--- config.mk ---
export PLATFORM = sky130hd
export DESIGN_NAME = alu_mdu_flat
export DESIGN_NICKNAME = d
export VERILOG_FILES = /design/src/rtl/alu_mdu_if.sv /design/src/rtl/alu_mdu.sv /design/src/flat_wrapper.sv
export SDC_FILE = /design/constraint.sdc
export NUM_CORES = 1
export LEC_CHECK = 0
export ABC_AREA = 1
export ABC_CLOCK_PERIOD_IN_PS = 3500
export BUFFER_PORTS_ARGS = -buffer_cell sky130_fd_sc_hd__buf_2
export CAP_MARGIN = 10
export CELL_PAD_IN_SITES_DETAIL_PLACEMENT = 0
export CELL_PAD_IN_SITES_GLOBAL_PLACEMENT = 2
export CORE_ASPECT_RATIO = 0.7
export CORE_MARGIN = 3
export CORE_UTILIZATION = 27
export CTS_BUF_LIST = sky130_fd_sc_hd__clkbuf_4
export DETAILED_ROUTE_END_ITERATION = 6
export HOLD_SLACK_MARGIN = 0.08
export PLACE_DENSITY = 0.92
export SLEW_MARGIN = 0
export SYNTH_ARGS = -nofsm -noshare
export SYNTH_HDL_FRONTEND = slang
export SYNTH_SLANG_ARGS = --single-unit
export TNS_END_PERCENT = 100
--- constraint.sdc ---
create_clock -name clk -period 3.5 [get_ports clk]
set_input_delay 0.525 -clock clk [delete_from_list [all_inputs] [get_ports clk]]
set_output_delay 0.525 -clock clk [all_outputs]
set_load 0.05 [all_outputs]
--- src/rtl/alu_mdu_if.sv ---
// Request/response bundle for alu_mdu: operation request with handshake in,
// registered result with handshake out.
interface alu_mdu_if #(
    parameter int DATA_WIDTH = 31
);
    logic              i_valid;
    logic              o_ready;
    logic [6:0]        i_opcode;
    logic [6:0]        i_funct7;
    logic [2:0]        i_funct3;
    logic [DATA_WIDTH:0] i_rs1_data;
    logic [DATA_WIDTH:0] i_rs2_data;
    logic [31:0]       i_imm;
    logic              o_valid;
    logic              i_ready;
    logic [DATA_WIDTH:0] o_rd_data;
    logic              o_busy;

    modport master (
        output i_valid, i_opcode, i_funct7, i_funct3, i_rs1_data, i_rs2_data, i_imm, i_ready,
        input  o_ready, o_valid, o_rd_data, o_busy
    );

    modport slave (
        input  i_valid, i_opcode, i_funct7, i_funct3, i_rs1_data, i_rs2_data, i_imm, i_ready,
        output o_ready, o_valid, o_rd_data, o_busy
    );
endinterface

--- src/rtl/alu_mdu.sv ---
// Sequential RV32I ALU with iterative radix-2 RV32M multiply/divide engines.
// The M-extension is built only when the macro ALU_MDU_M_EXT_EN is defined.
module alu_mdu #(
    parameter int DATA_WIDTH = 31
) (
    input  logic     clk,
    input  logic     clk_en,
    input  logic     rst,
    alu_mdu_if.slave bus
);
    localparam int XLEN = DATA_WIDTH + 1;
    localparam int SHW  = $clog2(XLEN);

    localparam logic [6:0] OPC_OP  = 7'b0110011;
    localparam logic [6:0] OPC_IMM = 7'b0010011;

    localparam logic [1:0] IDLE = 2'd0;
    localparam logic [1:0] DONE = 2'd3;

    logic [1:0]      state_q, state_d;
    logic [XLEN-1:0] rd_q, rd_d;
    logic            is_m;

    function automatic logic [XLEN-1:0] base_result(
        input logic [6:0]      opc,
        input logic [6:0]      f7,
        input logic [2:0]      f3,
        input logic [XLEN-1:0] a,
        input logic [XLEN-1:0] rs2,
        input logic [31:0]     imm
    );
        logic [XLEN-1:0]        b;
        logic [SHW-1:0]         sh;
        logic signed [XLEN-1:0] sa;
        logic signed [XLEN-1:0] sb;
        logic [XLEN-1:0]        r;
        b  = (opc == OPC_OP) ? rs2 : XLEN'($signed(imm));
        sh = b[SHW-1:0];
        sa = $signed(a);
        sb = $signed(b);
        case (f3)
            3'b000:  r = (opc == OPC_OP && f7[5]) ? a - b : a + b;
            3'b001:  r = a << sh;
            3'b010:  r = {{(XLEN-1){1'b0}}, sa < sb};
            3'b011:  r = {{(XLEN-1){1'b0}}, a < b};
            3'b100:  r = a ^ b;
            3'b101:  r = f7[5] ? $unsigned(sa >>> sh) : a >> sh;
            3'b110:  r = a | b;
            default: r = a & b;
        endcase
        if (opc != OPC_OP && opc != OPC_IMM) begin
            r = '0;
        end
        return r;
    endfunction

    assign is_m = (bus.i_opcode == OPC_OP) && (bus.i_funct7 == 7'h01);

`ifdef ALU_MDU_M_EXT_EN
    localparam logic [1:0] MUL  = 2'd1;
    localparam logic [1:0] DIV  = 2'd2;
    localparam int         CW   = $clog2(XLEN + 1);
    localparam logic [CW-1:0] LAST = CW'(XLEN - 1);

    logic [CW-1:0]     cnt_q, cnt_d;
    logic [2*XLEN-1:0] acc_q, acc_d;
    logic [XLEN-1:0]   opb_q, opb_d;
    logic [2:0]        f3_q, f3_d;
    logic              neg_q, neg_d;

    logic              a_sgn, b_sgn, a_neg, b_neg;
    logic [XLEN:0]     mul_sum;
    logic [2*XLEN-1:0] mul_step, mul_prod;
    logic [XLEN:0]     div_rs, div_diff;
    logic [2*XLEN-1:0] div_step;
    logic [XLEN-1:0]   div_res;

    function automatic logic [XLEN-1:0] mag(input logic [XLEN-1:0] x, input logic en);
        return (en && x[XLEN-1]) ? -x : x;
    endfunction

    // Operand signedness: MULH both, MULHSU rs1 only, DIV/REM both, MUL treated unsigned.
    assign a_sgn = bus.i_funct3[2] ? !bus.i_funct3[0]
                                   : (bus.i_funct3[1:0] == 2'b01 || bus.i_funct3[1:0] == 2'b10);
    assign b_sgn = bus.i_funct3[2] ? !bus.i_funct3[0] : (bus.i_funct3[1:0] == 2'b01);
    assign a_neg = a_sgn && bus.i_rs1_data[XLEN-1];
    assign b_neg = b_sgn && bus.i_rs2_data[XLEN-1];

    // Shift-add: acc holds {partial high, remaining multiplier bits}.
    assign mul_sum  = {1'b0, acc_q[2*XLEN-1:XLEN]} + (acc_q[0] ? {1'b0, opb_q} : '0);
    assign mul_step = {mul_sum, acc_q[XLEN-1:1]};
    assign mul_prod = neg_q ? -mul_step : mul_step;

    // Restoring divide: acc holds {remainder, dividend bits shifting into quotient}.
    assign div_rs   = acc_q[2*XLEN-1:XLEN-1];
    assign div_diff = div_rs - {1'b0, opb_q};
    assign div_step = div_diff[XLEN] ? {div_rs[XLEN-1:0], acc_q[XLEN-2:0], 1'b0}
                                     : {div_diff[XLEN-1:0], acc_q[XLEN-2:0], 1'b1};
    assign div_res  = f3_q[1] ? div_step[2*XLEN-1:XLEN] : div_step[XLEN-1:0];
`endif

    always_comb begin
        state_d = state_q;
        rd_d    = rd_q;
`ifdef ALU_MDU_M_EXT_EN
        cnt_d   = cnt_q;
        acc_d   = acc_q;
        opb_d   = opb_q;
        f3_d    = f3_q;
        neg_d   = neg_q;
`endif
        case (state_q)
            IDLE: begin
                if (bus.i_valid) begin
                    state_d = DONE;
                    if (is_m) begin
`ifdef ALU_MDU_M_EXT_EN
                        cnt_d = '0;
                        f3_d  = bus.i_funct3;
                        opb_d = mag(bus.i_rs2_data, b_sgn);
                        acc_d = {{XLEN{1'b0}}, mag(bus.i_rs1_data, a_sgn)};
                        neg_d = (bus.i_funct3[2] && bus.i_funct3[1]) ? a_neg : (a_neg ^ b_neg);
                        if (!bus.i_funct3[2]) begin
                            state_d = MUL;
                        end else if (bus.i_rs2_data == '0) begin
                            rd_d = bus.i_funct3[1] ? bus.i_rs1_data : '1;
                        end else if (!bus.i_funct3[0] && bus.i_rs2_data == '1 &&
                                     bus.i_rs1_data == {1'b1, {(XLEN-1){1'b0}}}) begin
                            rd_d = bus.i_funct3[1] ? '0 : bus.i_rs1_data;
                        end else begin
                            state_d = DIV;
                        end
`else
                        rd_d = '0;
`endif
                    end else begin
                        rd_d = base_result(bus.i_opcode, bus.i_funct7, bus.i_funct3,
                                           bus.i_rs1_data, bus.i_rs2_data, bus.i_imm);
                    end
                end
            end
`ifdef ALU_MDU_M_EXT_EN
            MUL: begin
                acc_d = mul_step;
                cnt_d = cnt_q + 1'b1;
                if (cnt_q == LAST) begin
                    rd_d    = (f3_q[1:0] == 2'b00) ? mul_prod[XLEN-1:0] : mul_prod[2*XLEN-1:XLEN];
                    state_d = DONE;
                end
            end
            DIV: begin
                acc_d = div_step;
                cnt_d = cnt_q + 1'b1;
                if (cnt_q == LAST) begin
                    rd_d    = neg_q ? -div_res : div_res;
                    state_d = DONE;
                end
            end
`endif
            DONE: begin
                if (bus.i_ready) begin
                    state_d = IDLE;
                end
            end
            default: state_d = IDLE;
        endcase
    end

    always_ff @(posedge clk) begin
        if (rst) begin
            state_q <= IDLE;
            rd_q    <= '0;
`ifdef ALU_MDU_M_EXT_EN
            cnt_q   <= '0;
`endif
        end else if (clk_en) begin
            state_q <= state_d;
            rd_q    <= rd_d;
`ifdef ALU_MDU_M_EXT_EN
            cnt_q   <= cnt_d;
`endif
        end
    end

`ifdef ALU_MDU_M_EXT_EN
    always_ff @(posedge clk) begin
        if (clk_en) begin
            acc_q <= acc_d;
            opb_q <= opb_d;
            f3_q  <= f3_d;
            neg_q <= neg_d;
        end
    end

    assign bus.o_busy = (state_q == MUL) || (state_q == DIV);
`else
    assign bus.o_busy = 1'b0;
`endif

    assign bus.o_ready   = (state_q == IDLE);
    assign bus.o_valid   = (state_q == DONE);
    assign bus.o_rd_data = rd_q;
endmodule
--- src/flat_wrapper.sv ---
// flat-port wrapper written by rule: the top's interface ports become plain ports
module alu_mdu_flat 
#(
    parameter int DATA_WIDTH = 31
)
  (clk, clk_en, rst, bus_i_valid, bus_i_opcode, bus_i_funct7, bus_i_funct3, bus_i_rs1_data, bus_i_rs2_data, bus_i_imm, bus_i_ready, bus_o_ready, bus_o_valid, bus_o_rd_data, bus_o_busy);
  alu_mdu_if #(.DATA_WIDTH(DATA_WIDTH)) bus_i ();
  input  logic clk;
  input  logic clk_en;
  input  logic rst;
  input wire logic [$bits(bus_i.i_valid)-1:0] bus_i_valid;
  input wire logic [$bits(bus_i.i_opcode)-1:0] bus_i_opcode;
  input wire logic [$bits(bus_i.i_funct7)-1:0] bus_i_funct7;
  input wire logic [$bits(bus_i.i_funct3)-1:0] bus_i_funct3;
  input wire logic [$bits(bus_i.i_rs1_data)-1:0] bus_i_rs1_data;
  input wire logic [$bits(bus_i.i_rs2_data)-1:0] bus_i_rs2_data;
  input wire logic [$bits(bus_i.i_imm)-1:0] bus_i_imm;
  input wire logic [$bits(bus_i.i_ready)-1:0] bus_i_ready;
  output wire logic [$bits(bus_i.o_ready)-1:0] bus_o_ready;
  output wire logic [$bits(bus_i.o_valid)-1:0] bus_o_valid;
  output wire logic [$bits(bus_i.o_rd_data)-1:0] bus_o_rd_data;
  output wire logic [$bits(bus_i.o_busy)-1:0] bus_o_busy;
  assign bus_i.i_valid = bus_i_valid;
  assign bus_i.i_opcode = bus_i_opcode;
  assign bus_i.i_funct7 = bus_i_funct7;
  assign bus_i.i_funct3 = bus_i_funct3;
  assign bus_i.i_rs1_data = bus_i_rs1_data;
  assign bus_i.i_rs2_data = bus_i_rs2_data;
  assign bus_i.i_imm = bus_i_imm;
  assign bus_i.i_ready = bus_i_ready;
  assign bus_o_ready = bus_i.o_ready;
  assign bus_o_valid = bus_i.o_valid;
  assign bus_o_rd_data = bus_i.o_rd_data;
  assign bus_o_busy = bus_i.o_busy;
  alu_mdu #(.DATA_WIDTH(DATA_WIDTH)) u_core (.clk(clk), .clk_en(clk_en), .rst(rst), .bus(bus_i));
endmodule
* Word level (Yosys, flattened, before mapping)
Index checks and enable logic that the tools add are counted.
** Word-level totals
- Bits of input ports :: 118
- Latch bits :: 0
- ROM bits :: 0
- Register bits :: 34
- Memories :: 0
- Logic and storage cells :: 41
- Output and inout bits :: 35
- Bits in writable memories :: 0
** Cells by class
- Divide/modulo/power cells :: 0
- Add/sub/neg operators :: 2
- Reductions and logical operators :: 7
- Multiplexer cells :: 9
- Bitwise operators :: 3
- Shifts and indexed selects :: 3
- Eq/ne operators :: 13
- Order comparisons :: 2
- Multipliers :: 0
** Operators by type and width (number)
- $pmux 32 s7 :: 1
- $mux 32 :: 5
- $lt 32x32->1 :: 2
- $add 32x32->32 :: 1
- $and 32x32->32 :: 1
- $or 32x32->32 :: 1
- $shl 32x5->32 :: 1
- $shr 32x5->32 :: 1
- $sshr 32x5->32 :: 1
- $sub 32x32->32 :: 1
- $xor 32x32->32 :: 1
- $eq 3x3->1 const B :: 3
- $eq 7x1->1 const B :: 1
- $eq 7x6->1 const B :: 1
- $ne 7x5->1 const B :: 1
- $ne 7x6->1 const B :: 1
- $eq 3x2->1 const B :: 2
- $reduce_and 3->1 :: 2
- $mux 2 :: 2
- $ne 2x2->1 const B :: 2
- $pmux 2 s2 :: 1
- $eq 3x1->1 const B :: 1
- $logic_and 1x1->1 :: 3
- $logic_not 3->1 :: 1
- 2 further kinds :: 2

* Longest topological paths before layout
Gate-level depths: netlist of run 1.
- Depth in word-level cells :: 7
- Gate-level depth with buffers :: 27
- Mapped depth without buffers :: 26

* Worst setup path before layout of run 1
OpenSTA, ideal clock, no wires.
- Kind :: input to register
- Start point :: input port bus_i_opcode[2]
- End point :: register u_core.rd_q[27], in the netlist u_core.bus.o_rd_data[27]
- Setup time :: 132 ps
- Data required time :: 3368 ps
- Cell stages on the path :: 23
- Path slack :: -38 ps
- Buffers on the path :: 3
- Data arrival time :: 3405 ps
- Cells stage by stage :: inv_1 nand2_1 nor2_4 nand2_4 clkbuf_1 clkbuf_1 nand2_1 o21ai_0 inv_1 ha_1 clkbuf_1 nand2_1 nor4_1 nand3_1 nand3_1 a21oi_1 or2_2 nand2_1 nand2_1 nand3_1 nand2_1 nand2_1 a21oi_1
** On the way
- Longest elaborated chain between the ends :: 7
- Elaborated cells between the ends (all ways) :: 20
- Classes of those cells :: add/sub (2); eq/ne (3); shift (3); mux (6); bitwise (3); reduce/logical (3)
** RTL lines
- start, declared :: line flat_wrapper.sv:12 : input wire logic [$bits(bus_i.i_opcode)-1:0] bus_i_opcode;
- $eq 7x6->1 :: line alu_mdu.sv:37, alu_mdu.sv:42, alu_mdu.sv:57
- $mux 32 :: line alu_mdu.sv:37 : b = (opc == OPC_OP) ? rs2 : XLEN'($signed(imm));
- $add 32x32->32 (tied with other cells) :: line alu_mdu.sv:42 : 3'b000: r = (opc == OPC_OP && f7[5]) ? a - b : a + b;
- $mux 32 (on tied branches) :: line alu_mdu.sv:42, alu_mdu.sv:47
- $pmux 32 s7 :: line alu_mdu.sv:41 : case (f3)
- $mux 32 :: line alu_mdu.sv:51 : if (opc != OPC_OP && opc != OPC_IMM) begin
- $mux 32 * :: line alu_mdu.sv:116 : if (is_m) begin
- end signal, assigned :: line alu_mdu.sv:178 : rd_q <= rd_d;
- end, declared :: line alu_mdu.sv:21 : logic [XLEN-1:0] rd_q, rd_d;
Mark *: on every way between the ends. The rest lies on a longest branch, timed or not.
A chain may end at the register's enable or synchronous reset.

* Worst setup path after layout of run 1
- Start point :: input port bus_i_opcode[2]
- End point :: register u_core.rd_q[26], in the netlist u_core.bus.o_rd_data[26]
Same word-level chain as after synthesis.

==> results of run 1 <==
-- power by group --
group,switching [mW],internal (mW),leakage (nW)
registers,0.000870,0.377,0.266
logic,1.37,0.920,7.77
clock network,0.160,0.151,0.0414
-- logic make-up (layout without fill, tap and decap cells) --
logic type	after synthesis	in the layout	synth area share, %
AO/OA/AOI/OAI	438	438	22.9
XOR/XNOR	8	8	0.653
adder cells (fa/ha/maj)	92	92	10.8
buffers and inverters	384	812	14.1
flip-flops	33	33	6.16
multiplexers	2	2	0.187
other	1	1	0.0349
AND/OR/NAND/NOR	1162	1162	45.2
-- critical path, stage by stage --
cell and delay, ns:
buf_2 0.09, inv_1 0.04, nand2_1 0.07, nor2_4 0.12, nand2_4 0.09, nand2_1 0.08
nand2_1 0.09, ha_1 0.23, fa_2 0.38, nand3_2 0.11, nand3_2 0.11, a21oi_4 0.19
o21ai_0 0.10, buf_4 0.17, buf_4 0.14, nand3_1 0.10, nand3_2 0.12, nand2_1 0.11
nand2_1 0.11, xor2_1 0.20, nand2_1 0.07, nand3_1 0.09, nand2_1 0.09, nand2_1 0.07
a21oi_1 0.05
-- layer usage --
layer / vias up / share of wire [%]
met5: - / 0.091
met4: 8 / 3.5
met1: 7253 / 45
li1: 7767 / -
met3: 122 / 15
met2: 1046 / 37
-- metrics by stage --
stage	setup TNS, ns	area [um2]	hold WS (ns)
global placement	-4.04	14600	0.453
CTS	0	14700	0.424
detailed placement	-4.83	14600	0.455
floorplan	0	10700	0.690
finish	0	14900	0.438
global route	-0.00169	14900	0.485
-- state kept, by name, indices dropped and copies added (netlist names) --
register              cells
u_core.state_q            1
u_core.bus.o_rd_data     32
-- cell usage in the layout, fill, tap and decap left out, types with 3 or more instances in the layout --
cell type    n
a21boi_1     3
a211oi_1    12
nand4_1      9
o21ai_1     62
buf_12       9
nand3_1    250
a21oi_1    155
o21a_1      10
ha_1        85
inv_1      275
o22ai_1     11
nor2_1     171
nand2_2      8
buf_4      360
nand3_2      5
clkinv_1     3
nor3_1      23
ha_2         5
inv_2        5
or2_2        9
nor2_2       9
xor2_1       6
a21o_1       3
clkbuf_4     5
o21ai_0    108
buf_2      151
a31oi_1      9
nand2_1    651
dfxtp_1     33
o211ai_1    28
o221ai_1     8
a21oi_2     11
or2_1       11
-- worst paths after layout --
check | start | to | slack [ns] | depth (start not counted)
setup / recovery | bus_i_opcode[2] | u_core.bus.o_rd_data[26] | 0.13 | 25
setup reg to reg | u_core.state_q[0] | u_core.bus.o_rd_data[4] | 1.38 | 8
hold / removal | bus_i_ready | u_core.state_q[0] | 0.44 | 4
hold reg to reg | u_core.bus.o_rd_data[26] | u_core.bus.o_rd_data[26] | 0.47 | 2
-- repair_timing --
action / in CTS / in global routing
buffers inserted: 0 / 0
resized for setup: 2 / 58
endpoints found under the setup margin: 3 / 22
pin swaps: 0 / 4
-- final cells by class --
type                       instances  area share, %
multi-input combinational       1703           58.8
timing repair buffer             521           24.6
inverter                         283           7.15
sequential                        33           4.45
tap                              527           4.44
clock inverter                     3          0.312
clock buffer                       5          0.253
==> flow_summary.yaml, run 1 <==
outcome:
  violations: "DRC"
  status: "finished, violations left"
sta:
  setup_slack_ns: 0.131
  setup_violations: 0
  hold_viol: 0
  drv_slew: 0
  worst_pin_slew_ns: 0.704
  relSlewSlack_pct: 53.1
  fmax_ghz: 0.297
  skew_ns: 0.0147
  timing.final.crit_share_pct: 96.3
  period_minus_slack_ns: 3.37
placed_design:
  post-dp-hpwl_mm: 50.0
  dp_cells: 3067
  dpl_worst_slack_ns: -0.496
  portBuffers: 151
  place.gp.congestion: 1.15
floorplanning:
  start_util_pct: 27.6
  row_count: 60
  die_h_um: 173
  coreArea_mm2: 0.0388
  pin_count: 153
  die_x_um: 244
  die_area_mm2: 0.0422
route:
  dr_total_vias: 16200
  wl_per_cell_um: 19.3
  totalWireLength_mm: 59.4
  drt-initial-drc-count: 2488
  route.detailed.drc: 1
  via_per_inst: 5.27
  detail-route-antenna-nets: 0
  first_pass_iters: 7
clocking:
  htree_levels: 2
  clk_pin_slew_worst_paths_ns: 0.12
  cts_sinks: 33
  cts_tree: "yes"
  numCtsBuffers: 5
  cts-root-buf: "clkbuf_4"
  cts_buffer_depth: 2
  holdBufCountCts: 0
  clock_latency_ns: 0.36
grt:
  antenna_found_initial: 5
  grt.total_usage_pct: 26.8
  grt_pass1_wl_mm: 88.6
  grt_use_met1_pct: 40.3
  grt_use_met3_pct: 8.49
  grt_pass1_vias: 14600
  gr-usage-met2_pct: 35.8
  top_usage_layer: "met1"
  grt_start_max_net_pins: 67
  grt_overflow: 0
power_and_ir_drop:
  leakagePower_nw: 8.08
  finalPower_mw: 2.98
  vdd_ir_drop_max_mv: 0.179
  pwr_density_cell_mw_per_mm2: 201
logic_synthesis:
  synth_warnings: 0
  synth-seq-area-share_pct: 6.16
  synth_area_mm2: 0.0107
  yosysTopAreaCellShare_pct: 22.9
  synth_commonest_cells: "656 x nand2_1, 275 x inv_1, 255 x nand3_1, 179 x nor2_1, 167 x a21oi_1"
  synth_enable_flop_cells: 0
  synth_cells: 2120
  syn_avg_cell_area_um2: 5.06
  synth-main-ff-cell: "dfxtp_1"
  synth.net_count: 2330
  ys_seq_elements: 33
  synth_area_leaders: "nand2_1 23%, nand3_1 12%, ha_1 11%"
  synth_cell_types: 54
  async_reset_ff_share_pct: 0
  yosys.cell_count.top_type: "nand2_1"
  synth_top_area_cell: "nand2_1"
critical_path:
  cp-end-kind: "flop"
  critPathKind: "in2reg"
  arrival_ns: 3.57
  cp_max_fo: 5
  cp.required_ns: 3.70
  start_kind: "input pin"
cells_and_area:
  n_antenna_cell: 0
  fin_util_pct: 38.3
  area_delta_synth_final_pct: 38.5
  finalNonFillerCells: 3075
  seq_area_um2: 661
  fill_cells: 4405
  layout-drive-gt1-share_pct: 23.4
  multiInputGateArea_mm2: 0.00874
  final_nets: 2757
run:
  maxCapViolCount: 0
hold_path:
  hp-class: "in2reg"
Power figures use the tool's default switching activity.
==> inputs of run 2 (changes only) <==
CORE_UTILIZATION = 26   (was 27)
CTS_BUF_LIST = default   (was sky130_fd_sc_hd__clkbuf_4)
GPL_TIMING_DRIVEN = 1   (was default)
PLACE_DENSITY = 0.89   (was 0.92)
==> flow_summary.yaml, run 2 (same netlist as run 1, synthesis figures left out) <==
floorplanning:
  row_count: 61
  coreArea_mm2: 0.0402
  pin_count: 153
  start_util_pct: 26.7
  die_x_um: 249
  die_h_um: 176
  die_area_mm2: 0.0438
route:
  first_pass_iters: 7
  dr_total_vias: 16400
  wl_per_cell_um: 20.0
  totalWireLength_mm: 61.4
  via_per_inst: 5.34
  drt-initial-drc-count: 2508
  detail-route-antenna-nets: 0
  route.detailed.drc: 0
grt:
  grt.total_usage_pct: 26.5
  grt_pass1_wl_mm: 89.6
  grt_start_max_net_pins: 51
  grt_overflow: 0
  antenna_found_initial: 2
  grt_pass1_vias: 14900
clocking:
  cts_tree: "yes"
  clk_pin_slew_worst_paths_ns: 0.06
  cts_sinks: 33
  numCtsBuffers: 5
  cts_buffer_depth: 2
  holdBufCountCts: 0
  cts-root-buf: "clkbuf_16"
  htree_levels: 2
  clock_latency_ns: 0.29
critical_path:
  r2r_end: "u_core.bus.o_rd_data[23]"
  r2r_start: "u_core.state_q[0]"
  critPathKind: "in2reg"
  start_kind: "input pin"
  crit_buf_inv: 7
  slowest_stage: "buf_6"
  cp_cell_sequence: "buf_2 -> inv_1 -> nand2_1 -> nor2_4 -> buf_4 -> buf_4 -> nand3_1 -> nand2_2 -> buf_6 -> inv_4 -> buf_4 -> nand2_1 -> o21ai_1 -> or2_1 -> nand3_1 -> nand2_1 -> nand3_1 -> nand2_1 -> nor2_1 -> nand2_1 -> nand2_1 -> a21oi_1"
  cp.required_ns: 3.64
  crit_top_cell: "nand2_1"
  worst-r2r-setup-slack_ns: 1.32
  cp_max_fo: 29
  arrival_ns: 3.57
  cpPeakStageDelay_ns: 0.27
  cp-end-kind: "flop"
  cp_top_family: "simple AND/OR/NAND/NOR gates"
  r2r_cells: 7
power_and_ir_drop:
  finalPower_mw: 3.31
  leakagePower_nw: 8.13
  vdd_ir_drop_max_mv: 0.197
  pwr_density_cell_mw_per_mm2: 215
outcome:
  status: "finished, final reports clean"
sta:
  grt_setup_unrepaired: "yes"
  timing.final.crit_share_pct: 98.1
  hold_viol: 0
  worst_pin_slew_ns: 1.22
  fmax_ghz: 0.291
  drv_slew: 0
  setup_violations: 0
  period_minus_slack_ns: 3.43
  relSlewSlack_pct: 18.7
  setup_slack_ns: 0.0657
  skew_ns: 0.00746
cells_and_area:
  final_nets: 2750
  layout-drive-gt1-share_pct: 26.8
  layout_common_cells: "630 x nand2_1, 353 x buf_4, 275 x inv_1"
  largest_reg_flops: 32
  fill_cells: 4524
  final_common_cell: "nand2_1"
  n_antenna_cell: 0
  area_delta_synth_final_pct: 43.2
placed_design:
  place.gp.congestion: 1.13
  post-dp-hpwl_mm: 51.3
  dpl_worst_slack_ns: -0.600
  portBuffers: 151
run:
  maxCapViolCount: 0
hold_path:
  holdPathEnd: "u_core.bus.o_rd_data[8]"
  hp-class: "reg2reg"
  hp-start: "u_core.bus.o_rd_data[8]"
  hold_depth: 2
==> run 2: cell count changes in the layout (fill, tap and decap cells not counted), sizes merged <==
| cell | previous run | this run |
|---|---|---|
| buf | 521 | 514 |
==> run 2: layout make-up <==
type | count | area, um2 | share of cell area (%)
clock buffers | 5 | 125 | 0.814
clock inverters | 3 | 46.3 | 0.301
inverters | 283 | 1060 | 6.93
multi-input cells | 1703 | 9210 | 59.9
flip-flops and latches | 33 | 661 | 4.30
well taps | 535 | 669 | 4.36
repair buffers | 514 | 3590 | 23.4
==> run 2: stage by stage <==
step	instances	util [%]	setup TNS, ns	hold WS (ns)	instance area (um2)
CTS	3069	36.6	0	0.464	14700
floorplan	2120	-	0	0.690	10700
finish	3076	38.2	0	0.463	15400
global route	3076	38.2	-0.634	0.475	15400
global placement	3061	36.0	-8.14	0.450	14500
detailed placement	3061	36.0	-8.87	0.454	14500
==> run 2: power breakdown <==
part           leakage [nW]  internal [mW]  switching, mW
registers             0.266          0.377       0.000912
clock network        0.0800          0.337          0.193
logic                  7.79          0.957           1.45
total                  8.13           1.67           1.64
==> run 2: tightest hold or removal path: stages, from the launching register on <==
cell,delay (ns)
dfxtp_1,0.30
nand2_1,0.06
a21oi_1,0.05
==> run 2: what timing repair did <==
action	4_1_cts	5_1_grt
pin swaps	2	12
endpoints found under the setup margin	15	32
setup buffers	0	7
gates cloned	0	0
resized for setup	24	170
==> run 2: routing by layer <==
layer  track usage, %  vias up  share of wire, %
met1             37.9     7443                43
li1                 -     7757                 -
met4             8.28        2               3.8
met3             10.4      131                16
met5                0        -             0.021
met2             35.7     1087                37
==> run 2: worst max path at each step <==
stage / slack, ns / cells past startpoint / start / end
3_3_place_gp: -0.58 / 23 / bus_i_opcode[2] / u_core.bus.o_rd_data[30]
5_1_grt: -0.11 / 26 / bus_i_opcode[4] / u_core.bus.o_rd_data[31]
3_5_place_dp: -0.60 / 23 / bus_i_opcode[2] / u_core.bus.o_rd_data[30]
6_report: 0.07 / 22 / bus_i_opcode[2] / u_core.bus.o_rd_data[23]
2_1_floorplan: 0.01 / 23 / bus_i_opcode[2] / u_core.bus.o_rd_data[27]
4_1_cts: 0.004 / 26 / bus_i_opcode[2] / u_core.bus.o_rd_data[31]
==> inputs of run 3 (changes only) <==
SETUP_SLACK_MARGIN = 0.5   (was default)
==> flow_summary.yaml, run 3 (same netlist as run 1, synthesis figures left out) <==
cells_and_area:
  final_nets: 2723
  seq_area_um2: 661
  n_antenna_cell: 0
  layout-drive-gt1-share_pct: 33.0
  multiInputGateArea_mm2: 0.0103
  stdcell_area_mm2: 0.0167
  area_delta_synth_final_pct: 55.3
  fill_cells: 4297
  final_common_cell: "nand2_1"
  fin_util_pct: 41.4
  layout_common_cells: "582 x nand2_1, 289 x buf_4, 252 x inv_1"
  largest_reg_flops: 32
critical_path:
  crit_top_cell: "nand2_1"
  cpPeakStageDelay_ns: 0.23
  crit_buf_inv: 9
  start_kind: "input pin"
  arrival_ns: 3.53
  slowest_stage: "a21oi_2"
  cp-end-kind: "flop"
  startpoint: "bus_i_opcode[3]"
  cp_top_family: "compound AO/OA/AOI/OAI gates"
  critPathKind: "in2reg"
  r2r_start: "u_core.state_q[0]"
  worst-r2r-setup-slack_ns: 1.41
  r2r_end: "u_core.bus.o_rd_data[23]"
  cp_max_fo: 17
  r2r_cells: 7
  cp.required_ns: 3.71
route:
  via_per_inst: 5.51
  drt-initial-drc-count: 2696
  first_pass_iters: 7
  dr_total_vias: 16800
  wl_per_cell_um: 21.7
  detail-route-antenna-nets: 0
  totalWireLength_mm: 66.1
  route.detailed.drc: 11
clocking:
  cts_buffer_depth: 2
  holdBufCountCts: 0
  cts-root-buf: "clkbuf_16"
  clk_pin_slew_worst_paths_ns: 0.05
  htree_levels: 2
  clock_latency_ns: 0.29
  cts_sinks: 33
  numCtsBuffers: 5
  cts_tree: "yes"
grt:
  grt_pass1_vias: 14800
  grt_overflow: 0
  grt_start_max_net_pins: 46
  grt.total_usage_pct: 27.1
  antenna_found_initial: 3
  grt_pass1_wl_mm: 92.0
power_and_ir_drop:
  p_comb_share_pct: 74.0
  intPower_mw: 1.79
  pwr-share-clk_pct: 15.5
  vdd_ir_drop_max_mv: 0.168
  p_sw_mw: 1.80
  seqPwrFrac_pct: 10.5
  leakagePower_nw: 8.42
  switching_share_pct: 50.1
  pwr_density_cell_mw_per_mm2: 215
sta:
  fmax_ghz: 0.301
  setup_violations: 0
  relSlewSlack_pct: 29.4
  skew_ns: 0.0124
  grt_setup_unrepaired: "yes"
  hold_viol: 0
  timing.final.crit_share_pct: 95.0
  drv_slew: 0
  period_minus_slack_ns: 3.32
  worst_pin_slew_ns: 1.06
hold_path:
  hp-start: "u_core.bus.o_rd_data[27]"
  holdPathEnd: "u_core.bus.o_rd_data[27]"
  hp-class: "reg2reg"
  hold_depth: 2
placed_design:
  portBuffers: 151
  dpl-instance-area_mm2: 0.0142
  place.gp.congestion: 1.18
  post-dp-hpwl_mm: 51.2
floorplanning:
  die_h_um: 176
  die_x_um: 249
  pin_count: 153
  start_util_pct: 26.7
  coreArea_mm2: 0.0402
  row_count: 61
  die_area_mm2: 0.0438
outcome:
  status: "finished, violations left"
  violations: "DRC"
run:
  maxCapViolCount: 0
==> run 3: cell types whose count changed in the layout (fill, tap and decap cells not counted), moves of 15 or more <==
cell,before,now
o21ai_2,12,36
inv_2,4,19
nand2_2,30,54
buf_6,1,21
nand2_4,0,23
buf_4,353,289
ha_1,71,48
inv_1,275,252
ha_4,14,34
nand2_1,630,582
nand3_1,244,227
o21ai_0,76,58
nor2_1,166,149
==> run 3: per-layer routing <==
layer / global-route usage, % / vias up / wire length (um)
met5: 0 / - / 22
li1: - / 7719 / -
met2: 37.6 / 1276 / 25200
met1: 39.4 / 7654 / 28400
met3: 9.47 / 139 / 10500
met4: 6.58 / 4 / 2040
==> run 3: power by group through the flow <==
| stage | Sequential, mW | Clock [mW] | Combinational, mW |
|---|---|---|---|
| after detailed placement | 0.386 | 0 | 2.12 |
| after floorplan | 0.390 | 0 | 1.20 |
| after global placement | 0.386 | 0 | 2.12 |
| final | 0.378 | 0.554 | 2.65 |
| after global routing | 0.378 | 0.570 | 2.82 |
| after CTS | 0.378 | 0.555 | 2.30 |
==> run 3: how the worst max path moves through the flow <==
stage | endpoint | cells past startpoint
4_1_cts | u_core.bus.o_rd_data[31] | 26
3_5_place_dp | u_core.bus.o_rd_data[31] | 24
3_3_place_gp | u_core.bus.o_rd_data[31] | 24
5_1_grt | u_core.bus.o_rd_data[29] | 22
2_1_floorplan | u_core.bus.o_rd_data[20] | 23
6_report | u_core.bus.o_rd_data[31] | 27
==> run 3: area by class of cell <==
class                           instances  share of cell area, %
Clock buffer                            7                  0.856
Clock inverter                          1                  0.180
Inverter                              283                   6.66
Multi-Input combinational cell       1705                   61.8
Sequential cell                        33                   3.97
Tap cell                              535                   4.02
Timing Repair Buffer                  485                   22.6
==> run 3: tightest hold or removal path: stages, from the launching register on <==
cell     delay (ns)
dfxtp_1        0.30
nand2_1        0.06
a21oi_1        0.05
==> run 3: through the flow <==
| stage | cells | setup TNS, ns | hold slack, ns | setup slack, ns | power (mW) |
|---|---|---|---|---|---|
| CTS | 3008 | 0 | 0.466 | 0.236 | 3.23 |
| finish | 3049 | 0 | 0.464 | 0.175 | 3.59 |
| detailed placement | 2980 | -3.30 | 0.458 | -0.391 | 2.51 |
| global route | 3049 | 0 | 0.484 | 0.0205 | 3.77 |
| floorplan | 2120 | 0 | 0.686 | 0.376 | 1.59 |
| global placement | 2980 | -2.60 | 0.452 | -0.364 | 2.51 |
==> run 3: what timing repair did <==
action	4_1_cts	5_1_grt
setup buffers	18	32
setup endpoints to repair	32	32
pin swaps	34	73
gates resized for setup	155	241
cloned	2	9
